--- src/rtl/fp_sgnj_pipe.sv ---
// rtl/fp_sgnj_pipe.sv - pipelined FP sign-injection unit (FSGNJ/FSGNJN/FSGNJX) with NaN-boxing
//
// Ports:
//   fp_sgnj_i_clk / fp_sgnj_i_rst_n   clock, asynchronous active-low reset
//   fp_sgnj_i_valid / fp_sgnj_o_ready input handshake
//   fp_sgnj_i_data1                   magnitude source operand (FLEN bits)
//   fp_sgnj_i_data2                   sign source operand (FLEN bits)
//   fp_sgnj_i_fmt                     0=F32 1=F64 2=F16 3=reserved
//   fp_sgnj_i_rm                      0=SGNJ 1=SGNJN 2=SGNJX, others reserved
//   fp_sgnj_i_tag                     tag carried with the operation
//   fp_sgnj_i_flush                   drop everything in flight
//   fp_sgnj_o_valid / fp_sgnj_i_ready output handshake
//   fp_sgnj_o_result / o_tag / o_illegal  result slot contents
//   fp_sgnj_o_count                   results accepted downstream (wraps)
module fp_sgnj_pipe #(
    parameter int FLEN   = 64,
    parameter int STAGES = 1,
    parameter int TAG_W  = 5,
    parameter int NANBOX = 1
) (
    input  logic             fp_sgnj_i_clk,
    input  logic             fp_sgnj_i_rst_n,
    input  logic             fp_sgnj_i_valid,
    output logic             fp_sgnj_o_ready,
    input  logic [FLEN-1:0]  fp_sgnj_i_data1,
    input  logic [FLEN-1:0]  fp_sgnj_i_data2,
    input  logic [1:0]       fp_sgnj_i_fmt,
    input  logic [2:0]       fp_sgnj_i_rm,
    input  logic [TAG_W-1:0] fp_sgnj_i_tag,
    input  logic             fp_sgnj_i_flush,
    output logic             fp_sgnj_o_valid,
    input  logic             fp_sgnj_i_ready,
    output logic [FLEN-1:0]  fp_sgnj_o_result,
    output logic [TAG_W-1:0] fp_sgnj_o_tag,
    output logic             fp_sgnj_o_illegal,
    output logic [31:0]      fp_sgnj_o_count
);

    localparam logic [63:0] QNAN16 = 64'h0000_0000_0000_7E00;
    localparam logic [63:0] QNAN32 = 64'h0000_0000_7FC0_0000;

    // ---------------- stage 0: combinational sign injection ----------------
    logic [6:0]      w;
    logic            legal_fmt;
    logic [FLEN-1:0] qnan;
    logic [FLEN-1:0] hi_ones;
    logic [FLEN-1:0] sign_mask;
    logic [FLEN-1:0] op1;
    logic [FLEN-1:0] op2;
    logic            s1;
    logic            s2;
    logic            sign;
    logic [FLEN-1:0] res_c;
    logic            illegal_c;

    always_comb begin
        w         = 7'd64;
        qnan      = '0;
        legal_fmt = 1'b0;
        case (fp_sgnj_i_fmt)
            2'd0: begin
                w         = 7'd32;
                qnan      = QNAN32[FLEN-1:0];
                legal_fmt = 1'b1;
            end
            2'd1: begin
                w         = 7'd64;
                legal_fmt = (FLEN == 64);
            end
            2'd2: begin
                w         = 7'd16;
                qnan      = QNAN16[FLEN-1:0];
                legal_fmt = 1'b1;
            end
            default: legal_fmt = 1'b0;
        endcase

        // Bits above the format width; shifts of FLEN or more give zero,
        // so a full-width format has no box bits and always passes the check.
        hi_ones   = {FLEN{1'b1}} << w;
        sign_mask = {{(FLEN-1){1'b0}}, 1'b1} << (w - 7'd1);

        op1 = fp_sgnj_i_data1;
        op2 = fp_sgnj_i_data2;
        if (NANBOX != 0) begin
            if ((fp_sgnj_i_data1 | ~hi_ones) != {FLEN{1'b1}}) op1 = qnan;
            if ((fp_sgnj_i_data2 | ~hi_ones) != {FLEN{1'b1}}) op2 = qnan;
        end

        s1 = |(op1 & sign_mask);
        s2 = |(op2 & sign_mask);
        case (fp_sgnj_i_rm)
            3'd0:    sign = s2;
            3'd1:    sign = ~s2;
            3'd2:    sign = s1 ^ s2;
            default: sign = 1'b0;
        endcase

        // Magnitude is everything below the sign bit of the narrow format.
        res_c = (op1 & (sign_mask - 1'b1))
              | (sign ? sign_mask : '0)
              | ((NANBOX != 0) ? hi_ones : '0);
        illegal_c = !legal_fmt || (fp_sgnj_i_rm > 3'd2);
        if (!legal_fmt) res_c = '0;
    end

    // ---------------- pipeline slots ----------------
    logic [STAGES-1:0] v_q;
    logic [STAGES-1:0] ill_q;
    logic [FLEN-1:0]   res_q [STAGES];
    logic [TAG_W-1:0]  tag_q [STAGES];
    logic [STAGES-1:0] adv;
    logic              chain;
    logic              accept;

    logic [STAGES-1:0] src_v;
    logic [STAGES-1:0] src_ill;
    logic [FLEN-1:0]   src_res [STAGES];
    logic [TAG_W-1:0]  src_tag [STAGES];

    // A slot advances if it or any slot downstream of it is empty, or the
    // consumer takes the output; accumulated from the tail toward the head.
    always_comb begin
        adv   = '0;
        chain = fp_sgnj_i_ready;
        for (int k = STAGES - 1; k >= 0; k--) begin
            chain  = chain | ~v_q[k];
            adv[k] = chain;
        end
    end

    assign fp_sgnj_o_ready = adv[0] & ~fp_sgnj_i_flush;
    assign accept          = fp_sgnj_i_valid & fp_sgnj_o_ready;

    always_comb begin
        src_v[0]   = accept;
        src_ill[0] = illegal_c;
        src_res[0] = res_c;
        src_tag[0] = fp_sgnj_i_tag;
        for (int k = 1; k < STAGES; k++) begin
            src_v[k]   = v_q[k-1];
            src_ill[k] = ill_q[k-1];
            src_res[k] = res_q[k-1];
            src_tag[k] = tag_q[k-1];
        end
    end

    always_ff @(posedge fp_sgnj_i_clk or negedge fp_sgnj_i_rst_n) begin
        if (!fp_sgnj_i_rst_n) begin
            v_q   <= '0;
            ill_q <= '0;
            for (int k = 0; k < STAGES; k++) begin
                res_q[k] <= '0;
                tag_q[k] <= '0;
            end
        end else begin
            for (int k = 0; k < STAGES; k++) begin
                if (fp_sgnj_i_flush)  v_q[k] <= 1'b0;
                else if (adv[k])      v_q[k] <= src_v[k];
                if (adv[k]) begin
                    ill_q[k] <= src_ill[k];
                    res_q[k] <= src_res[k];
                    tag_q[k] <= src_tag[k];
                end
            end
        end
    end

    assign fp_sgnj_o_valid   = v_q[STAGES-1];
    assign fp_sgnj_o_result  = res_q[STAGES-1];
    assign fp_sgnj_o_tag     = tag_q[STAGES-1];
    assign fp_sgnj_o_illegal = ill_q[STAGES-1];

    always_ff @(posedge fp_sgnj_i_clk or negedge fp_sgnj_i_rst_n) begin
        if (!fp_sgnj_i_rst_n)                        fp_sgnj_o_count <= '0;
        else if (fp_sgnj_o_valid && fp_sgnj_i_ready) fp_sgnj_o_count <= fp_sgnj_o_count + 32'd1;
    end

endmodule

--- config.mk ---
export PLATFORM = sky130hd
export DESIGN_NAME = fp_sgnj_pipe
export DESIGN_NICKNAME = d
export VERILOG_FILES = /design/src/rtl/fp_sgnj_pipe.sv
export SDC_FILE = /design/constraint.sdc
export NUM_CORES = 1
export LEC_CHECK = 0
export CAP_MARGIN = 10
export CORE_AREA = 2 2 143 145
export CTS_CLUSTER_SIZE = 24
export DETAILED_ROUTE_END_ITERATION = 10
export DIE_AREA = 0 0 145 147
export GPL_ROUTABILITY_DRIVEN = 1
export PLACE_DENSITY_LB_ADDON = 0.12
export SLEW_MARGIN = 40
export SYNTH_ARGS = -nofsm -noshare
export SYNTH_HDL_FRONTEND = slang
export SYNTH_SLANG_ARGS = --single-unit
--- constraint.sdc ---
create_clock -name fp_sgnj_i_clk -period 2.3 [get_ports fp_sgnj_i_clk]
set_clock_uncertainty 0.1 [all_clocks]
set_input_delay 0.23 -clock fp_sgnj_i_clk [delete_from_list [all_inputs] [get_ports fp_sgnj_i_clk]]
set_output_delay 0.23 -clock fp_sgnj_i_clk [all_outputs]
set_load 0.01 [all_outputs]
== Yosys cells after proc, flatten, opt, wreduce, memory -nomap -nowiden ==
Cells that the tools add are included.

* Flip-flop bits (word level): 103
* Bits of input ports: 143
* Output and inout port bits: 104
* Logic and storage cells: 51

* Add/sub/neg operators: 3
* $lt $le $gt $ge: 1
* Equal/unequal tests: 6
* Shift operators: 2
* Multiplexer cells: 10
* Bitwise logic cells: 15
* Reduce and logical (&&, ||, !) cells: 9

{| class="wikitable"
|+ Operators by type and width
! operator !! number
|-
| $mux W64 || 4
|-
| $or A64 B64 Y64 || 4
|-
| $and A64 B64 Y64 || 3
|-
| $ne A64 B64 Y1 const B || 2
|-
| $reduce_or A64 Y1 || 2
|-
| $not A64 Y64 || 1
|-
| $shl A1 B7 Y64 const A || 1
|-
| $shl A64 B7 Y64 const A || 1
|-
| $sub A64 B1 Y64 const B || 1
|-
| $pmux W31 S2 || 1
|-
| $add A32 B1 Y32 const B || 1
|-
| $pmux W7 S2 || 1
|-
| $sub A7 B1 Y7 const B || 1
|-
| $eq A3 B1 Y1 const B || 1
|-
| $eq A3 B2 Y1 const B || 1
|-
| $gt A3 B2 Y1 const B || 1
|-
| $logic_not A3 Y1 || 1
|-
| $mux W1 || 3
|-
| $not A1 Y1 || 3
|-
| $pmux W1 S3 || 1
|-
| $reduce_or A3 Y1 || 1
|-
| $and A1 B1 Y1 || 2
|-
| $eq A2 B1 Y1 const B || 1
|-
| $eq A2 B2 Y1 const B || 1
|-
| 7 further kinds || 7
|}

== Logic depth before layout (Yosys ltp) ==
Gate-level depths: netlist of run 1.

* Depth in word-level cells: 15
* Depth in mapped cells: 14
* Mapped depth without buffers: 10

== Worst setup path after synthesis of run 1 ==
No wires, ideal clock.

* Path type: input -> register
* Start: in fp_sgnj_i_fmt[0]
* End: reg res_q (netlist bit fp_sgnj_o_result[31])
* Arrival: 2450 ps
* Path slack: -369 ps
* Cell stages on the path: 13
* Buffers on the path: 5
* Cells stage by stage: clkbuf_1 > nor2b_1 > buf_2 > ha_1 > clkbuf_1 > o41ai_1 > o2111a_1 > buf_4 > nor2b_1 > buf_2 > a311o_1 > o22ai_1 > o21ba_1

* Cells in the longest elaborated chain, start to end: 15

{| class="wikitable"
|+ Ends and longest elaborated chain
! what !! RTL line !! text
|-
| from (decl) || 27 || <nowiki>input logic [1:0] fp_sgnj_i_fmt,</nowiki>
|-
| $eq A2 B2 Y1 or $logic_not A2 Y1 (tied branches) || 60 || <nowiki>case (fp_sgnj_i_fmt)</nowiki>
|-
| $pmux W7 S2 || 60 ||
|-
| $shl A64 B7 Y64 || 80 || <nowiki>hi_ones = {FLEN{1'b1}} << w;</nowiki>
|-
| $not A64 Y64 || 86, 87 ||
|-
| $or A64 B64 Y64, on equally long branches || 86, 87 ||
|-
| $ne A64 B64 Y1, on equally long branches || 86, 87 ||
|-
| $mux W64, on equally long branches || 86, 87 ||
|-
| $and A64 B64 Y64, on equally long branches || 90, 91 ||
|-
| $reduce_or A64 Y1, on equally long branches || 90, 91 ||
|-
| $xor A1 B1 Y1 or $not A1 Y1 (tied branches) || 95, 94 ||
|-
| $pmux W1 S3 || 92 || <nowiki>case (fp_sgnj_i_rm)</nowiki>
|-
| $mux W64 || 101 || <nowiki>| (sign ? sign_mask : '0)</nowiki>
|-
| $or A64 B64 Y64 || 101 ||
|-
| $or A64 B64 Y64 || 102 || <nowiki>| ((NANBOX != 0) ? hi_ones : '0);</nowiki>
|-
| $mux W64 (*) || 104 || <nowiki>if (!legal_fmt) res_c = '0;</nowiki>
|-
| to (signal, indexed assignment) || 162 || <nowiki>res_q[k] <= src_res[k];</nowiki>
|-
| to (decl) || 110 || <nowiki>logic [FLEN-1:0] res_q [STAGES];</nowiki>
|}

Every way passes the cells marked *; elsewhere a longest branch is shown, timed or not.
A chain may end at the register's enable or synchronous reset.

== Worst setup path in the final report of run 1 ==
* Start: in fp_sgnj_i_data1[22]
* End: reg res_q (netlist bit fp_sgnj_o_result[47])

* Cells in the longest elaborated chain, start to end: 11

{| class="wikitable"
|+ Ends and longest elaborated chain
! what !! RTL line !! text
|-
| from (decl) || 25 || <nowiki>input logic [FLEN-1:0] fp_sgnj_i_data1,</nowiki>
|-
| $or A64 B64 Y64 || 86 || <nowiki>if ((fp_sgnj_i_data1 | ~hi_ones) != {FLEN{1'b1}}) op1 = qnan;</nowiki>
|-
| $ne A64 B64 Y1 || 86 ||
|-
| $mux W64 (*) || 86 ||
|-
| $and A64 B64 Y64 || 90 || <nowiki>s1 = |(op1 & sign_mask);</nowiki>
|-
| $reduce_or A64 Y1 || 90 ||
|-
| $xor A1 B1 Y1 || 95 || <nowiki>3'd2: sign = s1 ^ s2;</nowiki>
|-
| $pmux W1 S3 || 92 ||
|-
| $mux W64 || 101 ||
|-
| $or A64 B64 Y64 (*) || 101 ||
|-
| $or A64 B64 Y64 (*) || 102 ||
|-
| $mux W64 (*) || 104 ||
|}

Marked as above.

==> metrics.cfg, run 1 <==
[cells_and_area]
layout_commonest_cell=clkdlybuf4s50_1
nets=973
final_cell_area_mm2=0.00862
drive_gt1_frac=0.159
final_cell_mix=147 x clkdlybuf4s50_1, 103 x dfrtp_1, 91 x nand2_1, 75 x buf_4, 64 x a21oi_1
finalNonFillerCells=1101
syn2layout_area_growth_pct=76.8

[cts]
clock_path_buffers=2
cts-root-buf=clkbuf_16
clock_latency_ps=350
cts_buffers=9
clock-sinks=103
tritoncts=done
h-tree-depth=3
cts.clk_slew.worst_paths_ps=70

[floorplanning]
chipHeight_um=147
ios=247
core_area_mm2=0.0198
initial_core_util=0.246
die_w_um=145
die_area_mm2=0.0213
rows=52

[placed_design]
io_buffers=246
dp.cells=1081
gp_congestion=0.807
dp_slack_ps=-739
hpwl_mm=13.7
dpl-instance-area_mm2=0.00820

[yosys]
synth_cell_types=46
synthesis.area_mm2=0.00488
ys_async_sr_fraction=1.00
synth-seq-cells=103
synth-edff-count=0
ys_seq_area_frac=0.528
syn_inst=521
synth_warnings=0
synth_fp_nets=670
synth_flop_cell=dfrtp_1
avgSynthCellArea_um2=9.36

[outcome]
status=complete, no violations

[hold_path]
hold_end=fp_sgnj_o_result[27]
hold_depth=3
hp-start=fp_sgnj_i_data1[27]
holdCritPathClass=in -> reg

[global_routing]
grt_max_degree=104
grt_pass1_vias=5336
grt_use_total=0.171
grt-ovfl-total=0
antenna_found_initial=2
grt_pass1_wl_mm=28.7

[setup_path]
rr_endpoint=fp_sgnj_o_count[28]
reg2reg_depth=9
cp-end-kind=register
required_ps=2490
cp-start-kind=input port
r2r-start=fp_sgnj_o_count[0]
crit_arrival_ps=2470
worstPathMaxFanout=3
rrSetupSlack_ps=200
path_class=in -> reg

[pwr]
p_leak_uw=0.00407
p_per_area_mw_per_mm2=572
internal-power_uw=3520
finalPower_uw=4930
ir_drop_mv=0.316
p_comb_frac=0.270
p_switching_uw=1420
clock_power_share=0.297
p_seq_frac=0.433
switching_share=0.288

[sta]
whs_ps=88.4
rsz0062_at_grt=false
min_period_ps=2280
fin_ws_ps=22.4
timing.fmax_mhz=439
hold_violations=0
slew_headroom=0.608
tightest_slew_ps=587
layout_worst_path_cycle_share=0.990
setup_viol=0
report.final.slew_viol_count=0

[run]
maxCapViolCount=0

[detailed_routing]
drt_pass1_iterations=6
drtAntennaViolNets=0
vias=5115
drc=0
drt-initial-drc-count=152
vias_per_cell=4.65
wl_mm=18.1
wire_per_inst_um=16.4

-- power groups by stage --
| stage | Clock (uW) | Sequential, uW | Combinational, uW |
|---|---|---|---|
| 2_1_floorplan | 0 | 2250 | 367 |
| 3_3_place_gp | 0 | 2160 | 1360 |
| 5_1_grt | 1600 | 2170 | 1450 |
| 3_5_place_dp | 0 | 2170 | 1370 |
| 6_report | 1470 | 2140 | 1330 |
| 4_1_cts | 1530 | 2140 | 1360 |
-- how the worst max path moves through the flow --
| stage | from | endpoint | slack, ps |
|---|---|---|---|
| 4_1_cts | fp_sgnj_i_data2[1] | fp_sgnj_o_result[63] | 3 |
| 6_report | fp_sgnj_i_data1[22] | fp_sgnj_o_result[47] | 20 |
| 3_5_place_dp | fp_sgnj_i_fmt[0] | fp_sgnj_o_result[47] | -740 |
| 3_3_place_gp | fp_sgnj_i_data2[63] | fp_sgnj_o_result[63] | -670 |
| 5_1_grt | fp_sgnj_i_data1[22] | fp_sgnj_o_result[47] | 1 |
| 2_1_floorplan | fp_sgnj_i_fmt[0] | fp_sgnj_o_result[47] | -240 |
-- synth_stat cells (6+ instances only) --
cell	n	area, um^2
xor2_1	11	96.3
nand2_1	91	342
clkbuf_1	25	93.8
a21o_1	16	120
ha_1	6	75.1
a21oi_1	65	325
dfrtp_1	103	2580
nor2_1	19	71.3
o21ai_0	47	235
nand3_1	19	95.1
nand4_1	35	219
xnor2_1	20	175
-- stage by stage --
| stage | TNS, ps | util |
|---|---|---|
| after detailed placement | -30400 | 0.413 |
| after floorplan | -1440 | - |
| final | 0 | 0.435 |
| after CTS | 0 | 0.429 |
| after global routing | 0 | 0.435 |
| after global placement | -24570 | 0.413 |
-- logic make-up after synthesis --
| kind of cell | Yosys count | share of synthesized area |
|---|---|---|
| simple gates | 189 | 0.184 |
| compound gates | 150 | 0.177 |
| flops | 103 | 0.528 |
| buf+inv | 38 | 0.0318 |
| xor+xnor | 31 | 0.0557 |
| fa+ha+maj | 6 | 0.0154 |
| mux | 4 | 0.00847 |
-- worst max-delay path, cell delays in order --
cell and delay, ps:
dlygate4sd2_1 230, nand4_1 190, o41ai_2 360, buf_4 160, o2111a_1 240, nand2_2 70, or4b_4 510, a311oi_2 290
a221o_1 180
-- sequential cells by signal, indices dropped and copies added, names as in the netlist --
signal / count
fp_sgnj_o_tag: 5
fp_sgnj_o_result: 64
fp_sgnj_o_valid: 1
fp_sgnj_o_count: 32
fp_sgnj_o_illegal: 1
-- what timing repair did --
item | in CTS | in global routing
hold buffers | 1 | 0
hold endpoints to repair | 103 | 0
cloned | 0 | 0
setup buffers | 2 | 0
setup endpoints to repair | 43 | 27
pin swaps | 30 | 33
gates resized for setup | 70 | 68
-- cell type report --
class	instances	area (um^2)
clock inverters	5	33.8
multi-input cells	380	2300
repair buffers	324	3110
fillers	1931	11200
well taps	270	338
diodes	2	5.00
inverters	6	22.5
flip-flops and latches	103	2580
clock buffers	11	243
-- metal layers --
metal	share of wire	vias to the layer above	wire [um]	global-route usage
li1	-	2451	-	-
met1	0.42	2425	7640	0.209
met2	0.48	217	8720	0.289
met3	0.072	22	1300	0.0463
met4	0.022	0	398	0.0668
met5	0	-	0	0
No activity file was read; power rests on OpenSTA's default activity.
==> run 2, diff against run 1 <==
--- a/config.mk
+++ b/config.mk
@@ -5,12 +5,13 @@
 export SDC_FILE = /design/constraint.sdc
 export NUM_CORES = 1
 export LEC_CHECK = 0
-export CAP_MARGIN = 10
+export CAP_MARGIN = 20
 export CORE_AREA = 2 2 143 145
 export CTS_CLUSTER_SIZE = 24
 export DETAILED_ROUTE_END_ITERATION = 10
 export DIE_AREA = 0 0 145 147
 export GPL_ROUTABILITY_DRIVEN = 1
+export GPL_TIMING_DRIVEN = 1
 export PLACE_DENSITY_LB_ADDON = 0.12
 export SLEW_MARGIN = 40
 export SYNTH_ARGS = -nofsm -noshare
==> results of run 2 <==
Same layout as run 1: the final DEF is identical, and so are final timing and power.
==> run 3, diff against run 2 <==
--- a/config.mk
+++ b/config.mk
@@ -7,11 +7,12 @@
 export LEC_CHECK = 0
 export CAP_MARGIN = 20
 export CORE_AREA = 2 2 143 145
+export CTS_CLUSTER_DIAMETER = 40
 export CTS_CLUSTER_SIZE = 24
 export DETAILED_ROUTE_END_ITERATION = 10
 export DIE_AREA = 0 0 145 147
-export GPL_ROUTABILITY_DRIVEN = 1
-export GPL_TIMING_DRIVEN = 1
+export GPL_ROUTABILITY_DRIVEN = 0
+export GPL_TIMING_DRIVEN = 0
 export PLACE_DENSITY_LB_ADDON = 0.12
 export SLEW_MARGIN = 40
 export SYNTH_ARGS = -nofsm -noshare
==> metrics.cfg, run 3 (same netlist as run 1, synthesis figures left out) <==
[detailed_routing]
drtAntennaViolNets=0  ; unchanged
wire_per_inst_um=16.8  ; +2.5%
vias=5037  ; -1.5%
vias_per_cell=4.73  ; +1.9%
drt_pass1_iterations=4  ; -2
drt-initial-drc-count=163  ; +7.2%
wl_mm=17.9  ; -0.93%
drc=0  ; unchanged

[hold_path]
holdCritPathClass=in -> reg

[placed_design]
io_buffers=244  ; -0.81%
dp_slack_ps=-1130  ; -393 ps
hpwl_mm=14.1  ; +2.8%

[sta]
setup_viol=0  ; unchanged
report.final.slew_viol_count=0  ; unchanged
min_period_ps=2270  ; -6.38 ps
tightest_slew_ps=528  ; -58.9 ps
layout_worst_path_cycle_share=0.988  ; -0.00277
rsz0062_at_grt=true
slew_headroom=0.648  ; +0.0392
timing.fmax_mhz=440  ; +0.28%
whs_ps=112  ; +23.1 ps
fin_ws_ps=28.7  ; +6.38 ps
hold_violations=0  ; unchanged

[setup_path]
cp-end-kind=register
reg2reg_depth=7  ; -2
path_class=in -> reg
worstPathCellList=clkdlybuf4s50_1 > nand4_1 > o41ai_2 > a21oi_2 > a211oi_2 > mux2i_2 > a31oi_4 > a221o_1
cp-start-kind=input port
rrSetupSlack_ps=170  ; -30 ps
worstPathMaxFanout=3  ; unchanged
required_ps=2430  ; -60 ps
rr_endpoint=fp_sgnj_o_count[29]
crit_family=compound AO/OA/AOI/OAI gates
crit_end=fp_sgnj_o_result[63]
worst_path_max_delay_cell=clkdlybuf4s50_1
crit_cells=8  ; -1
slowest_delay_ps=450  ; -60 ps
r2r-start=fp_sgnj_o_valid
crit_buf_inv=1  ; -1
crit_start=fp_sgnj_i_data2[5]
crit_arrival_ps=2400  ; -70 ps

[pwr]
ir_drop_mv=0.278  ; -12%
p_per_area_mw_per_mm2=579  ; +1.2%
p_leak_uw=0.00360  ; -12%

[global_routing]
grt_max_degree=72  ; -31%
grt_pass1_vias=5101  ; -4.4%
grt_use_total=0.168  ; -0.00354
antenna_found_initial=2  ; unchanged
grt-ovfl-total=0  ; unchanged
grt_pass1_wl_mm=27.7  ; -3.3%

[cts]
cts_buffers=9  ; unchanged
clock_latency_ps=350  ; about the same
clock-sinks=103  ; unchanged
clock_path_buffers=2  ; unchanged
tritoncts=done
cts.clk_slew.worst_paths_ps=70  ; about the same
h-tree-depth=3  ; unchanged
cts-root-buf=clkbuf_16

[cells_and_area]
largest_reg_flops=64  ; unchanged
drive_gt1_frac=0.117  ; -0.0420
layout_commonest_cell=clkdlybuf4s50_1
syn2layout_area_growth_pct=70.9
final_cell_mix=175 x clkdlybuf4s50_1, 102 x dfrtp_1, 89 x nand2_1, 63 x a21oi_1, 52 x dlygate4sd2_1
nets=939  ; -3.5%
final_util=0.420  ; -0.0146

[outcome]
status=complete, no violations

[floorplanning]
ios=247  ; unchanged
initial_core_util=0.246  ; unchanged
core_area_mm2=0.0198  ; unchanged
chipHeight_um=147  ; unchanged
rows=52  ; unchanged
die_area_mm2=0.0213  ; unchanged
die_w_um=145  ; unchanged

[run]
maxCapViolCount=0  ; unchanged

## run 3: cell count changes in the layout (fill, tap and decap cells not counted), sizes merged
| cell | before | now |
|---|---|---|
| buf | 79 | 26 |
| dlymetal6s2s | 45 | 4 |
| clkdlybuf4s50 | 147 | 175 |
| clkbuf | 18 | 40 |
| dlygate4sd2 | 41 | 52 |
| clkdlybuf4s15 | 4 | 2 |
| clkinv | 3 | 2 |
| diode | 2 | 1 |
## run 3: how the worst min path moves through the flow
stage | slack (ps) | start | endpoint | cells past startpoint
4_1_cts | 100 | fp_sgnj_i_fmt[0] | fp_sgnj_o_result[15] | 3
3_5_place_dp | 10 | fp_sgnj_i_rst_n | fp_sgnj_o_count[7] | 1
6_report | 110 | fp_sgnj_i_data1[22] | fp_sgnj_o_result[22] | 3
3_3_place_gp | 350 | fp_sgnj_o_tag[3] | fp_sgnj_o_tag[3] | 2
2_1_floorplan | -170 | fp_sgnj_i_rst_n | fp_sgnj_o_count[0] | 0
5_1_grt | 120 | fp_sgnj_i_fmt[0] | fp_sgnj_o_result[15] | 3
## run 3: report_power, final
part / switching, uW / total [uW] / leakage, uW / internal (uW)
registers: 143 / 2140 / 0.00132 / 2000
logic: 572 / 1300 / 0.00216 / 723
clock network: 672 / 1390 / 0.000120 / 719
## run 3: worst min-delay path: stages
cell	delay [ps]
clkbuf_2	90
a21oi_1	50
o21ai_0	140
## run 3: layer usage
| layer | wire (um) | GRT usage | part of all wire |
|---|---|---|---|
| met5 | 14 | 0 | 0.00078 |
| met2 | 8640 | 0.288 | 0.48 |
| met3 | 1350 | 0.0488 | 0.076 |
| met1 | 7540 | 0.201 | 0.42 |
| met4 | 350 | 0.0589 | 0.020 |
## run 3: metrics by stage
stage          instances  TNS (ps)  cell area [um^2]  power [uW]
3_5_place_dp        1036    -62680              7780        3460
4_1_cts             1057         0              8250        4890
6_report            1064         0              8330        4830
2_1_floorplan        521     -1440              4960        2610
3_3_place_gp        1035   -387520              7740        3440
5_1_grt             1064      -157              8330        5100
## run 3: layout make-up
cell class,instances,area (um^2)
Timing Repair Buffer,263,2520
Fill cell,1953,11500
Inverter,6,27.5
Antenna cell,1,2.50
Buffer,27,183
Tap cell,270,338
Sequential cell,103,2580
Multi-Input combinational cell,380,2430
Clock inverter,4,25.0
Clock buffer,10,229
## run 3: repair_timing
item                                    in CTS  in global routing
pin swaps                                   31                 25
setup buffers                                8                  9
endpoints found under the setup margin      72                 60
hold endpoints to repair                    38                  0
gates resized for setup                    109                 42
hold buffers                                 1                  0
